[src/rtl/i2c_init_sequencer_if.sv]
// Command handshake between the init sequencer (master) and the I2C transmitter (slave).
// The sequencer presents one register write at a time under data_valid_o/ready.
interface i2c_init_sequencer_if;
   logic [15:0] reg_addr_o;
   logic [7:0]  reg_data_o;
   logic        rw_bit_o;
   logic [1:0]  i2c_tx_phases_o;
   logic        data_valid_o;
   logic        i2c_transmitter_ready;

   modport master (
      output reg_addr_o,
      output reg_data_o,
      output rw_bit_o,
      output i2c_tx_phases_o,
      output data_valid_o,
      input  i2c_transmitter_ready
   );

   modport slave (
      input  reg_addr_o,
      input  reg_data_o,
      input  rw_bit_o,
      input  i2c_tx_phases_o,
      input  data_valid_o,
      output i2c_transmitter_ready
   );
endinterface

[src/rtl/i2c_init_sequencer.sv]
// Table-driven bring-up sequencer: walks a synchronous ROM of WRITE/DELAY/END entries and
// hands each register write to the I2C transmitter, with settle delays and a per-entry timeout.
module i2c_init_sequencer #(
   parameter int unsigned ROM_AW         = 8,
   parameter int unsigned DELAY_UNIT     = 1000,
   parameter int unsigned TIMEOUT_CYCLES = 1048576
) (
   input  logic                 clock,
   input  logic                 reset_n,
   input  logic                 trigger_i,
   output logic [ROM_AW-1:0]    rom_addr_o,
   input  logic [25:0]          rom_data_i,
   i2c_init_sequencer_if.master tx,
   output logic                 busy_o,
   output logic                 done_o,
   output logic                 error_o
);

   localparam int unsigned DLY_W = 24 + $clog2(DELAY_UNIT + 1);
   localparam int unsigned TO_W  = $clog2(TIMEOUT_CYCLES + 1);

   localparam logic [1:0]        OP_WRITE = 2'd0;
   localparam logic [1:0]        OP_DELAY = 2'd1;
   localparam logic [1:0]        OP_END   = 2'd2;
   localparam logic [ROM_AW-1:0] LAST_IDX = '1;
   localparam logic [TO_W-1:0]   TO_LAST  = TO_W'(TIMEOUT_CYCLES - 1);

   typedef enum logic [3:0] {
      S_IDLE,
      S_FETCH,
      S_LOAD,
      S_DECODE,
      S_SEND,
      S_WAIT_TX,
      S_DELAY,
      S_DONE,
      S_ERROR
   } state_t;

   state_t             r_state;
   logic [ROM_AW-1:0]  r_index;
   logic [DLY_W-1:0]   r_dly_cnt;
   logic [TO_W-1:0]    r_to_cnt;
   logic               r_tx_first;

   logic               w_last_idx;
   logic               w_timeout;
   logic               w_accept;
   logic [DLY_W-1:0]   w_dly_load;

   assign w_last_idx = (r_index == LAST_IDX);
   assign w_timeout  = (r_to_cnt >= TO_LAST);
   assign w_accept   = tx.data_valid_o && tx.i2c_transmitter_ready;
   assign w_dly_load = DLY_W'(rom_data_i[23:0]) * DLY_W'(DELAY_UNIT);

   // Only register writes are ever issued, always with both address and data phases.
   assign tx.rw_bit_o        = 1'b0;
   assign tx.i2c_tx_phases_o = 2'b11;

   always_ff @(posedge clock or negedge reset_n) begin
      if (!reset_n) begin
         r_state         <= S_IDLE;
         r_index         <= '0;
         r_dly_cnt       <= '0;
         r_to_cnt        <= '0;
         r_tx_first      <= 1'b0;
         rom_addr_o      <= '0;
         tx.reg_addr_o   <= '0;
         tx.reg_data_o   <= '0;
         tx.data_valid_o <= 1'b0;
         busy_o          <= 1'b0;
         done_o          <= 1'b0;
         error_o         <= 1'b0;
      end else begin
         case (r_state)
            // Idle and both terminal states restart the table from entry 0.
            S_IDLE, S_DONE, S_ERROR: begin
               if (trigger_i) begin
                  r_index <= '0;
                  done_o  <= 1'b0;
                  error_o <= 1'b0;
                  busy_o  <= 1'b1;
                  r_state <= S_FETCH;
               end
            end

            S_FETCH: begin
               rom_addr_o <= r_index;
               r_state    <= S_LOAD;
            end

            S_LOAD: begin
               r_state <= S_DECODE;
            end

            S_DECODE: begin
               case (rom_data_i[25:24])
                  OP_WRITE: begin
                     tx.reg_addr_o <= rom_data_i[23:8];
                     tx.reg_data_o <= rom_data_i[7:0];
                     r_to_cnt      <= '0;
                     r_state       <= S_SEND;
                  end
                  OP_DELAY: begin
                     r_dly_cnt <= w_dly_load;
                     r_state   <= S_DELAY;
                  end
                  OP_END: begin
                     done_o  <= 1'b1;
                     busy_o  <= 1'b0;
                     r_state <= S_DONE;
                  end
                  default: begin
                     error_o <= 1'b1;
                     busy_o  <= 1'b0;
                     r_state <= S_ERROR;
                  end
               endcase
            end

            // Hold valid with stable address/data until the transmitter takes it.
            S_SEND: begin
               if (w_accept) begin
                  tx.data_valid_o <= 1'b0;
                  r_tx_first      <= 1'b1;
                  r_to_cnt        <= r_to_cnt + TO_W'(1);
                  r_state         <= S_WAIT_TX;
               end else if (w_timeout) begin
                  tx.data_valid_o <= 1'b0;
                  error_o         <= 1'b1;
                  busy_o          <= 1'b0;
                  r_state         <= S_ERROR;
               end else begin
                  tx.data_valid_o <= 1'b1;
                  r_to_cnt        <= r_to_cnt + TO_W'(1);
               end
            end

            // Ready is still high on the first cycle after acceptance, so skip it.
            S_WAIT_TX: begin
               if (!r_tx_first && tx.i2c_transmitter_ready) begin
                  if (w_last_idx) begin
                     error_o <= 1'b1;
                     busy_o  <= 1'b0;
                     r_state <= S_ERROR;
                  end else begin
                     r_index <= r_index + ROM_AW'(1);
                     r_state <= S_FETCH;
                  end
               end else if (w_timeout) begin
                  error_o <= 1'b1;
                  busy_o  <= 1'b0;
                  r_state <= S_ERROR;
               end else begin
                  r_tx_first <= 1'b0;
                  r_to_cnt   <= r_to_cnt + TO_W'(1);
               end
            end

            // Stays ticks*DELAY_UNIT cycles, with a zero-tick entry still taking one.
            S_DELAY: begin
               if (r_dly_cnt < DLY_W'(2)) begin
                  if (w_last_idx) begin
                     error_o <= 1'b1;
                     busy_o  <= 1'b0;
                     r_state <= S_ERROR;
                  end else begin
                     r_index <= r_index + ROM_AW'(1);
                     r_state <= S_FETCH;
                  end
               end else begin
                  r_dly_cnt <= r_dly_cnt - DLY_W'(1);
               end
            end

            default: begin
               r_state <= S_IDLE;
            end
         endcase
      end
   end

endmodule

[src/flat_wrapper.sv]
// flat-port wrapper written by rule: the top's interface ports become plain ports
module i2c_init_sequencer_flat 
#(
   parameter int unsigned ROM_AW         = 8,
   parameter int unsigned DELAY_UNIT     = 1000,
   parameter int unsigned TIMEOUT_CYCLES = 1048576
)
  (clock, reset_n, trigger_i, rom_addr_o, rom_data_i, busy_o, done_o, error_o, tx_reg_addr_o, tx_reg_data_o, tx_rw_bit_o, tx_i2c_tx_phases_o, tx_data_valid_o, tx_i2c_transmitter_ready);
  i2c_init_sequencer_if tx_i ();
  input  logic clock;
  input  logic reset_n;
  input  logic trigger_i;
  output logic [ROM_AW-1:0] rom_addr_o;
  input  logic [25:0] rom_data_i;
  output logic busy_o;
  output logic done_o;
  output logic error_o;
  output wire logic [$bits(tx_i.reg_addr_o)-1:0] tx_reg_addr_o;
  output wire logic [$bits(tx_i.reg_data_o)-1:0] tx_reg_data_o;
  output wire logic [$bits(tx_i.rw_bit_o)-1:0] tx_rw_bit_o;
  output wire logic [$bits(tx_i.i2c_tx_phases_o)-1:0] tx_i2c_tx_phases_o;
  output wire logic [$bits(tx_i.data_valid_o)-1:0] tx_data_valid_o;
  input wire logic [$bits(tx_i.i2c_transmitter_ready)-1:0] tx_i2c_transmitter_ready;
  assign tx_reg_addr_o = tx_i.reg_addr_o;
  assign tx_reg_data_o = tx_i.reg_data_o;
  assign tx_rw_bit_o = tx_i.rw_bit_o;
  assign tx_i2c_tx_phases_o = tx_i.i2c_tx_phases_o;
  assign tx_data_valid_o = tx_i.data_valid_o;
  assign tx_i.i2c_transmitter_ready = tx_i2c_transmitter_ready;
  i2c_init_sequencer #(.ROM_AW(ROM_AW), .DELAY_UNIT(DELAY_UNIT), .TIMEOUT_CYCLES(TIMEOUT_CYCLES)) u_core (.clock(clock), .reset_n(reset_n), .trigger_i(trigger_i), .rom_addr_o(rom_addr_o), .rom_data_i(rom_data_i), .tx(tx_i), .busy_o(busy_o), .done_o(done_o), .error_o(error_o));
endmodule
[config.mk]
export PLATFORM = sky130hd
export DESIGN_NAME = i2c_init_sequencer_flat
export DESIGN_NICKNAME = d
export VERILOG_FILES = /design/src/rtl/i2c_init_sequencer_if.sv /design/src/rtl/i2c_init_sequencer.sv /design/src/flat_wrapper.sv
export SDC_FILE = /design/constraint.sdc
export NUM_CORES = 1
export LEC_CHECK = 0
export ABC_AREA = 1
export CAP_MARGIN = 20
export CELL_PAD_IN_SITES_DETAIL_PLACEMENT = 1
export CELL_PAD_IN_SITES_GLOBAL_PLACEMENT = 1
export CORE_ASPECT_RATIO = 0.6
export CORE_MARGIN = 5
export CORE_UTILIZATION = 45
export DETAILED_ROUTE_END_ITERATION = 10
export GPL_ROUTABILITY_DRIVEN = 1
export PLACE_DENSITY = 0.92
export SLEW_MARGIN = 10
export SYNTH_ARGS = -nofsm -noshare
export SYNTH_HDL_FRONTEND = slang
export SYNTH_SLANG_ARGS = --single-unit
[constraint.sdc]
create_clock -name clock -period 2.4 [get_ports clock]
set_input_delay 0.48 -clock clock [delete_from_list [all_inputs] [get_ports clock]]
set_output_delay 0.48 -clock clock [all_outputs]
set_load 0.01 [all_outputs]
==> results of run 1 <==
metrics by stage:
stage | TNS, ns | setup WS, ns | std cells | cell area (um^2)
after floorplan | -32.23 | -1.42 | 1577 | 11600
after global placement | -56.12 | -2.33 | 2071 | 13600
after detailed placement | -64.72 | -2.76 | 2071 | 13600
after CTS | -38.88 | -1.63 | 2124 | 14700
metal layers:
| metal | overflow | GRT usage, % |
|---|---|---|
| met3 | 0 | 46.6 |
| met5 | 0 | 15.9 |
| met4 | 1 | 57.1 |
| met1 | 0 | 62.5 |
| met2 | 4 | 79.9 |
timing repair:
item                       CTS
setup endpoints to repair   27
pin swaps                  153
gates cloned                 0
setup buffers               37
gates resized for setup    271
kinds of logic after synthesis:
kind of cell / Yosys count / share of synthesized area, %
and+or+nand+nor: 794 / 30.5
adders and majority gates: 162 / 24.3
other: 2 / 0.0682
DFF: 104 / 23.6
AOI/OAI and AO/OA: 154 / 7.42
muxes: 6 / 0.602
buffers and inverters: 333 / 11.9
xor gates and xnor gates: 21 / 1.67
Yosys cell counts, drive strengths merged (2+ instances only):
| library cell | number |
|---|---|
| nand2 | 486 |
| inv | 306 |
| nor2 | 168 |
| dfrtp | 104 |
| nand3 | 101 |
| o21ai | 87 |
| fa | 86 |
| ha | 76 |
| a21oi | 45 |
| buf | 17 |
| nand4 | 16 |
| xor2 | 14 |
| nor3 | 11 |
| clkbuf | 9 |
| a31oi | 7 |
| xnor2 | 7 |
| mux2 | 5 |
| nand3b | 5 |
| o21bai | 3 |
| o22ai | 3 |
| or2 | 3 |
| and2 | 2 |
| conb | 2 |
| nor4 | 2 |
| o21a | 2 |
==> results.sh, run 1 <==
export IMPL_synth_edf_count=0
export IMPL_synth_top_flop_cell="dfrtp_1"
export IMPL_place_congestion=0.932
export IMPL_ys_seq_elements=104
export IMPL_synth_async_sr_flop_share_pct=100
export IMPL_grt_max_degree=38
export IMPL_synth_cell_types=45
export IMPL_endpoint_type="register data pin"
export IMPL_rows=44
export IMPL_syn_cell_area_um2=11000
export IMPL_grt_worst_endpoint="u_core.r_dly_cnt[23]$_DFFE_PN0P_/D"
export IMPL_cts_buffers=9
export IMPL_stop_stage="global routing"
export IMPL_die_width_um=212
export IMPL_start_util_pct=45.7
export IMPL_ctsHoldBuffers=0
export IMPL_grt_overflow=5
export IMPL_root_buffer="clkbuf_16"
export IMPL_yosys_top_cells_area="dfrtp_1 (24%), nand2_1 (16%), fa_1 (16%), inv_1 (10%), ha_1 (8.6%)"
export IMPL_cts_sinks=104
export IMPL_tool_error="[ERROR GRT-0232] Routing congestion too high. Check the congestion heatmap in the GUI."
export IMPL_cts_buffer_depth=2
export IMPL_yosys_area_top_type="dfrtp_1"
export IMPL_place_detailed_hpwl_um=37900
export IMPL_cts_htree_levels=3
export IMPL_synth_cells=1576
export IMPL_yosysSeqAreaShare_pct=23.6
export IMPL_dieHeight_um=131
export IMPL_boundaryPins=69
export IMPL_synth_avg_cell_area_um2=6.99
export IMPL_yosys_area_top_type_share_pct=23.6
export IMPL_port_buffers=65
export IMPL_grt_usage_pct=61.9
export IMPL_yosys_warnings=0
export IMPL_status="did not finish"
==> run 2, diff against run 1 <==
--- a/config.mk
+++ b/config.mk
@@ -7,14 +7,11 @@
 export LEC_CHECK = 0
 export ABC_AREA = 1
 export CAP_MARGIN = 20
-export CELL_PAD_IN_SITES_DETAIL_PLACEMENT = 1
-export CELL_PAD_IN_SITES_GLOBAL_PLACEMENT = 1
-export CORE_ASPECT_RATIO = 0.6
 export CORE_MARGIN = 5
-export CORE_UTILIZATION = 45
+export CORE_UTILIZATION = 40
 export DETAILED_ROUTE_END_ITERATION = 10
 export GPL_ROUTABILITY_DRIVEN = 1
-export PLACE_DENSITY = 0.92
+export PLACE_DENSITY_LB_ADDON = 0.15
 export SLEW_MARGIN = 10
 export SYNTH_ARGS = -nofsm -noshare
 export SYNTH_HDL_FRONTEND = slang
==> run 2 against run 1 <==
The flow now finishes, with violations (setup timing). Synthesized area unchanged. Synthesized cell count unchanged.
==> results.sh, run 2 <==
export IMPL_viasPerCell=4.95
export IMPL_crit_fanout=4
export IMPL_wirelength_um=30700
export IMPL_grt_pass1_vias=10500
export IMPL_grt_overflow=0
export IMPL_path_cells="buf_8 -> clkinvlp_4 -> fa_1 -> fa_2 -> fa_1 -> fa_1 -> inv_2 -> ha_4 -> nand2_4 -> nor2_4 -> nand3_2 -> nand3_4 -> nand2_4 -> nand3b_1 -> nand3_2 -> nand2_1 -> nand2_1 -> nand2_1"
export IMPL_fin_worst_skew_ns=0.0151
export IMPL_place_congestion=0.893
export IMPL_min_path_type="in -> async"
export IMPL_drv_slew=0
export IMPL_critPathArrivalTime_ns=4.12
export IMPL_dieHeight_um=176
export IMPL_clock_fmax_mhz=264
export IMPL_yosys_top_cells_area="dfrtp_1 (24%), nand2_1 (16%), fa_1 (16%), inv_1 (10%), ha_1 (8.6%)"
export IMPL_p_leak_nw=7.43
export IMPL_synth_top_flop_cell="dfrtp_1"
export IMPL_power_density_nw_per_um2=1450
export IMPL_synthTopCellsByCount="nand2_1 (468), inv_1 (299), nor2_1 (155), dfrtp_1 (104), nand3_1 (96)"
export IMPL_boundaryPins=69
export IMPL_vias=10500
export IMPL_dr_wl_met2_um=14300
export IMPL_largest_reg_flops=34
export IMPL_grt_max_degree=56
export IMPL_hold_violations=0
export IMPL_avgRoutedWirePerCell_um=14.4
export IMPL_yosys_area_top_type="dfrtp_1"
export IMPL_period_share_pct=158
export IMPL_antenna_found_initial=0
export IMPL_critical_path_class="in -> reg"
export IMPL_max_stage_delay_ns=0.56
export IMPL_layout_commonest_cell="nand2_1"
export IMPL_drc=0
export IMPL_start_util_pct=40.7
export IMPL_port_buffers=65
export IMPL_yosys_warnings=0
export IMPL_reg_top3="u_core.r_dly_cnt x34, u_core.r_to_cnt x21, u_core.tx.reg_addr_o x16"
export IMPL_die_width_um=176
export IMPL_syn_cell_area_um2=11000
export IMPL_wl_met1_um=14800
export IMPL_ys_seq_elements=104
export IMPL_largest_register="u_core.r_dly_cnt"
export IMPL_top_layer="met4"
export IMPL_relSlewSlack_pct=59.9
export IMPL_nNetsFinal=1974
export IMPL_grt_pass1_wl_um=52200
export IMPL_root_buffer="clkbuf_16"
export IMPL_cts_htree_levels=3
export IMPL_clock_latency_ns=0.37
export IMPL_cts_tree="yes"
export IMPL_end_kind="register"
export IMPL_drt_iter0_markers=719
export IMPL_cts_buffers=9
export IMPL_worst_pin_slew_ns=0.602
export IMPL_final_cell_mix="nand2_1 (372), inv_1 (236), nor2_1 (132), buf_4 (131), dfrtp_1 (104)"
export IMPL_finalSetupViolCount=26
export IMPL_dieArea_um2=30900
export IMPL_diodes=0
export IMPL_cp_slowest_cell="fa_1"
export IMPL_postRouteAntennaNets=0
export IMPL_synth_edf_count=0
export IMPL_cp_data_required_time_ns=2.72
export IMPL_cap_violations=0
export IMPL_fin_ws_ns=-1.39
export IMPL_clkTransAtPathRegs_ns=0.09
export IMPL_violations="setup timing"
export IMPL_syn_to_final_growth_pct=34.9
export IMPL_pre_cts_ws_ns=-2.35
export IMPL_grt_usage_pct=20.5
export IMPL_yosysMostFrequentCell="nand2_1"
export IMPL_ir_drop_mv=0.752
export IMPL_finalCriticalPeriod_ns=3.79
export IMPL_startpoint_type="input pin"
export IMPL_place_detailed_hpwl_um=24300
export IMPL_yosys_area_top_type_share_pct=23.6
export IMPL_design_power_total_w=0.0216
export IMPL_synth_cell_types=45
export IMPL_yosysSeqAreaShare_pct=23.6
export IMPL_synth_avg_cell_area_um2=6.99
export IMPL_dr_pass1_iters=5
export IMPL_rsz0062_at_grt="true"
export IMPL_rows=60
export IMPL_synth_cells=1576
export IMPL_core_area_um2=27000
export IMPL_cts_sinks=104
export IMPL_status="complete, but fails checks"
export IMPL_drive_gt1_share_pct=28.7
export IMPL_synth_async_sr_flop_share_pct=100
export IMPL_cts_buffer_depth=2
export IMPL_routed_wl_met3_um=1250
## run 2: worst max-delay path, delay by kind of cell
kind / cells / cell delay [ns]
AND/OR/NAND/NOR: 10 / 0.99
adder cells (fa/ha/maj): 5 / 2.38
buffers and inverters: 3 / 0.26
## run 2: area by class of cell
type | instances | area (um^2)
Fill cell | 2606 | 12200
Multi-Input combinational cell | 1140 | 8350
Tap cell | 341 | 427
Clock inverter | 7 | 80.1
Timing Repair Buffer | 220 | 1960
Inverter | 307 | 1220
Clock buffer | 9 | 225
Sequential cell | 104 | 2600
## run 2: what timing repair did
action | in CTS | in global routing
hold buffers | 0 | 0
buffers inserted | 17 | 18
endpoints found under the setup margin | 27 | 27
pin swaps | 149 | 122
gates resized for setup | 224 | 107
## run 2: logic make-up (layout without fill, tap and decap cells)
| kind of cell | Yosys count | count (layout) | synth area share [%] |
|---|---|---|---|
| flops | 104 | 104 | 23.6 |
| buf+inv | 333 | 543 | 11.9 |
| simple gates | 794 | 794 | 30.5 |
| compound gates | 154 | 154 | 7.42 |
| xor+xnor | 21 | 21 | 1.67 |
| mux | 6 | 6 | 0.602 |
| other cells | 2 | 3 | 0.0682 |
| fa+ha+maj | 162 | 162 | 24.3 |
## run 2: power by group
part	total, W	switching, W	internal (W)
combinational	0.0170	0.00970	0.00735
clock	0.00160	0.000851	0.000748
sequential	0.00292	0.000583	0.00234
## run 2: worst paths after layout
check	startpoint	end	slack, ns	depth (start not counted)
max	rom_data_i[3]	u_core.r_dly_cnt[24]$_DFFE_PN0P_	-1.39	18
min	reset_n	u_core.r_dly_cnt[5]$_DFFE_PN0P_	0.11	1
max reg2reg	u_core.r_to_cnt[0]$_DFFE_PN0P_	u_core.r_to_cnt[15]$_DFFE_PN0P_	0.25	12
min reg2reg	u_core.tx.reg_addr_o[3]$_DFFE_PN0P_	u_core.tx.reg_addr_o[3]$_DFFE_PN0P_	0.49	2
max in group asynchronous	reset_n	u_core.r_index[7]$_DFFE_PN0P_	1.63	2
min in group clock	rom_data_i[0]	u_core.tx.reg_data_o[0]$_DFFE_PN0P_	0.48	3
## run 2: per-stage QoR
step | utilization [%] | hold slack, ns | instance area (um^2) | cells | setup TNS, ns
after global placement | 50.1 | 0.465 | 13500 | 2079 | -55.22
final | 55.0 | 0.110 | 14900 | 2128 | -32.37
after detailed placement | 50.1 | 0.476 | 13500 | 2079 | -56.00
after global routing | 55.0 | 0.159 | 14900 | 2128 | -36.89
after CTS | 53.2 | 0.124 | 14400 | 2112 | -32.12
after floorplan | - | 0.184 | 11600 | 1577 | -32.23
## run 2: per-layer routing
metal | global-route usage (%) | vias up
met5 | 0 | -
met4 | 3.87 | 0
met3 | 2.09 | 16
met2 | 33.9 | 208
met1 | 29.7 | 5040
li1 | - | 5274
Power figures use the tool's default switching activity.
==> run 3, diff against run 2 <==
--- a/config.mk
+++ b/config.mk
@@ -7,6 +7,8 @@
 export LEC_CHECK = 0
 export ABC_AREA = 1
 export CAP_MARGIN = 20
+export CELL_PAD_IN_SITES_DETAIL_PLACEMENT = 0
+export CELL_PAD_IN_SITES_GLOBAL_PLACEMENT = 1
 export CORE_MARGIN = 5
 export CORE_UTILIZATION = 40
 export DETAILED_ROUTE_END_ITERATION = 10
==> run 3 against run 2 <==
The flow still finishes with violations (setup timing). Non-clock buffer count grew 1. Global-route usage grew 0.41 points. Sequential power is essentially flat. Clock skew hardly changed. Routed wire length increased by 2.6%. Register-to-register slack barely moved. Worst hold slack got worse by 0.094 ns. Critical endpoint is now u_core.r_dly_cnt[28]$_DFFE_PN0P_.
==> results.sh, run 3 (same netlist as run 2, synthesis figures left out) <==
export IMPL_cp_data_required_time_ns=2.69
export IMPL_drt_iter0_markers=660
export IMPL_viasPerCell=4.88
export IMPL_max_stage_delay_ns=0.49
export IMPL_largest_reg_flops=34
export IMPL_die_width_um=176
export IMPL_core_area_um2=27000
export IMPL_place_detailed_hpwl_um=25300
export IMPL_hold_violations=0
export IMPL_critical_path_class="in -> reg"
export IMPL_cts_tree="yes"
export IMPL_fin_worst_skew_ns=0.0148
export IMPL_multi_input_area_um2=8450
export IMPL_power_density_nw_per_um2=1440
export IMPL_cts_buffers=9
export IMPL_start_util_pct=40.7
export IMPL_syn_to_final_growth_pct=35.7
export IMPL_dieHeight_um=176
export IMPL_design_power_total_w=0.0216
export IMPL_cts_buffer_depth=2
export IMPL_rsz0062_at_grt="true"
export IMPL_finalCriticalPeriod_ns=3.77
export IMPL_nNetsFinal=1975
export IMPL_cpMostUsedCell="fa_1"
export IMPL_min_path_type="in -> async"
export IMPL_p_leak_nw=7.43
export IMPL_regArea_um2=2600
export IMPL_wirelength_um=31500
export IMPL_clock_latency_ns=0.37
export IMPL_final_util_pct=55.3
export IMPL_fin_ws_ns=-1.37
export IMPL_status="complete, but fails checks"
export IMPL_critPathArrivalTime_ns=4.06
export IMPL_grt_usage_pct=21.0
export IMPL_final_cell_mix="nand2_1 (369), inv_1 (233), buf_4 (139), nor2_1 (131), dfrtp_1 (104)"
export IMPL_clkTransAtPathRegs_ns=0.09
export IMPL_reg_top3="u_core.r_dly_cnt x34, u_core.r_to_cnt x21, u_core.tx.reg_addr_o x16"
export IMPL_violations="setup timing"
export IMPL_diodes=0
export IMPL_startpoint_type="input pin"
export IMPL_pre_cts_ws_ns=-2.29
export IMPL_port_buffers=65
export IMPL_path_cells="buf_8 -> clkinvlp_4 -> buf_6 -> fa_2 -> fa_1 -> inv_1 -> fa_1 -> inv_1 -> fa_1 -> inv_2 -> ha_4 -> nand2_4 -> buf_6 -> nor2_4 -> inv_2 -> nor3_4 -> nand3_2 -> nand4_1 -> nand3_1 -> a21oi_1"
export IMPL_cts_htree_levels=3
export IMPL_boundaryPins=69
export IMPL_finalSetupViolCount=26
export IMPL_grt_max_degree=48
export IMPL_cap_violations=0
export IMPL_worst_r2r_path_depth=12
export IMPL_place_congestion=0.836
export IMPL_period_share_pct=157
export IMPL_crit_fanout=4
export IMPL_ir_drop_mv=0.784
export IMPL_end_kind="register"
export IMPL_fillers=2609
export IMPL_grt_pass1_wl_um=52300
export IMPL_antenna_found_initial=0
export IMPL_layout_commonest_cell="nand2_1"
export IMPL_avgRoutedWirePerCell_um=14.8
export IMPL_hold_slack_ns=0.0163
export IMPL_rows=60
export IMPL_dieArea_um2=30900
export IMPL_root_buffer="clkbuf_16"
export IMPL_cp_slowest_cell="fa_1"
export IMPL_drive_gt1_share_pct=29.5
export IMPL_clock_fmax_mhz=265
export IMPL_dr_pass1_iters=5
export IMPL_largest_register="u_core.r_dly_cnt"
export IMPL_grt_overflow=0
export IMPL_postRouteAntennaNets=0
export IMPL_drv_slew=0
export IMPL_vias=10400
export IMPL_cts_sinks=104
export IMPL_grt_pass1_vias=10300
export IMPL_drc=0
-- run 3: cell count changes in the layout (fill, tap and decap cells not counted), moves of 3 or more --
cell     before  now
nand3_1      71   68
inv_1       236  233
buf_6        28   24
nand2_1     372  369
buf_4       131  139
-- run 3: final cells by class --
| cell class | count | share of cell area, % |
|---|---|---|
| tap | 341 | 2.85 |
| clock buffer | 9 | 1.51 |
| multi-input combinational | 1140 | 56.6 |
| clock inverter | 7 | 0.611 |
| sequential | 104 | 17.4 |
| timing repair buffer | 221 | 12.9 |
| inverter | 307 | 8.17 |
-- run 3: metal layers --
layer | up-vias | track usage [%] | part of all wire, %
met5 | - | 0 | 0
met4 | 0 | 3.83 | 1.2
met3 | 15 | 2.00 | 2.6
met2 | 150 | 33.7 | 46
met1 | 4944 | 31.1 | 51
li1 | 5272 | - | -
-- run 3: what timing repair did --
| action | CTS | global route |
|---|---|---|
| hold buffers | 0 | 0 |
| resized for setup | 269 | 93 |
| gates cloned | 0 | 0 |
| buffers inserted | 21 | 14 |
| endpoints found under the setup margin | 27 | 27 |
| pin swaps | 163 | 100 |
-- run 3: where the power goes --
group / switching [W] / internal [W]
registers: 0.000586 / 0.00234
clock network: 0.000863 / 0.000760
logic: 0.00979 / 0.00726
total: 0.0112 / 0.0104
-- run 3: stage by stage --
stage	setup TNS, ns	instance area (um^2)	cells
floorplan	-32.23	11600	1577
global placement	-55.96	13500	2083
detailed placement	-56.54	13500	2083
CTS	-32.45	14600	2119
global route	-35.71	14900	2129
finish	-32.04	14900	2129
-- run 3: path summary, 6_finish.rpt --
check                                                 endpoint                              from  slack (ns)
setup / recovery              u_core.r_dly_cnt[28]$_DFFE_PN0P_                    rom_data_i[15]       -1.37
hold / removal             u_core.tx.reg_data_o[0]$_DFFE_PN0P_                           reset_n        0.02
setup reg to reg               u_core.r_to_cnt[15]$_DFFE_PN0P_    u_core.r_to_cnt[0]$_DFFE_PN0P_        0.26
hold reg to reg               u_core.rom_addr_o[3]$_DFFE_PN0P_  u_core.rom_addr_o[3]$_DFFE_PN0P_        0.49
max in group asynchronous  u_core.tx.reg_addr_o[6]$_DFFE_PN0P_                           reset_n        1.74
min in group clock            u_core.rom_addr_o[3]$_DFFE_PN0P_  u_core.rom_addr_o[3]$_DFFE_PN0P_        0.49
-- run 3: worst max-delay path, delay by kind of cell --
family	cells	cell delay (ns)
AOI/OAI and AO/OA	1	0.15
adders and majority gates	5	2.21
buffers and inverters	8	0.68
and+or+nand+nor	6	0.55
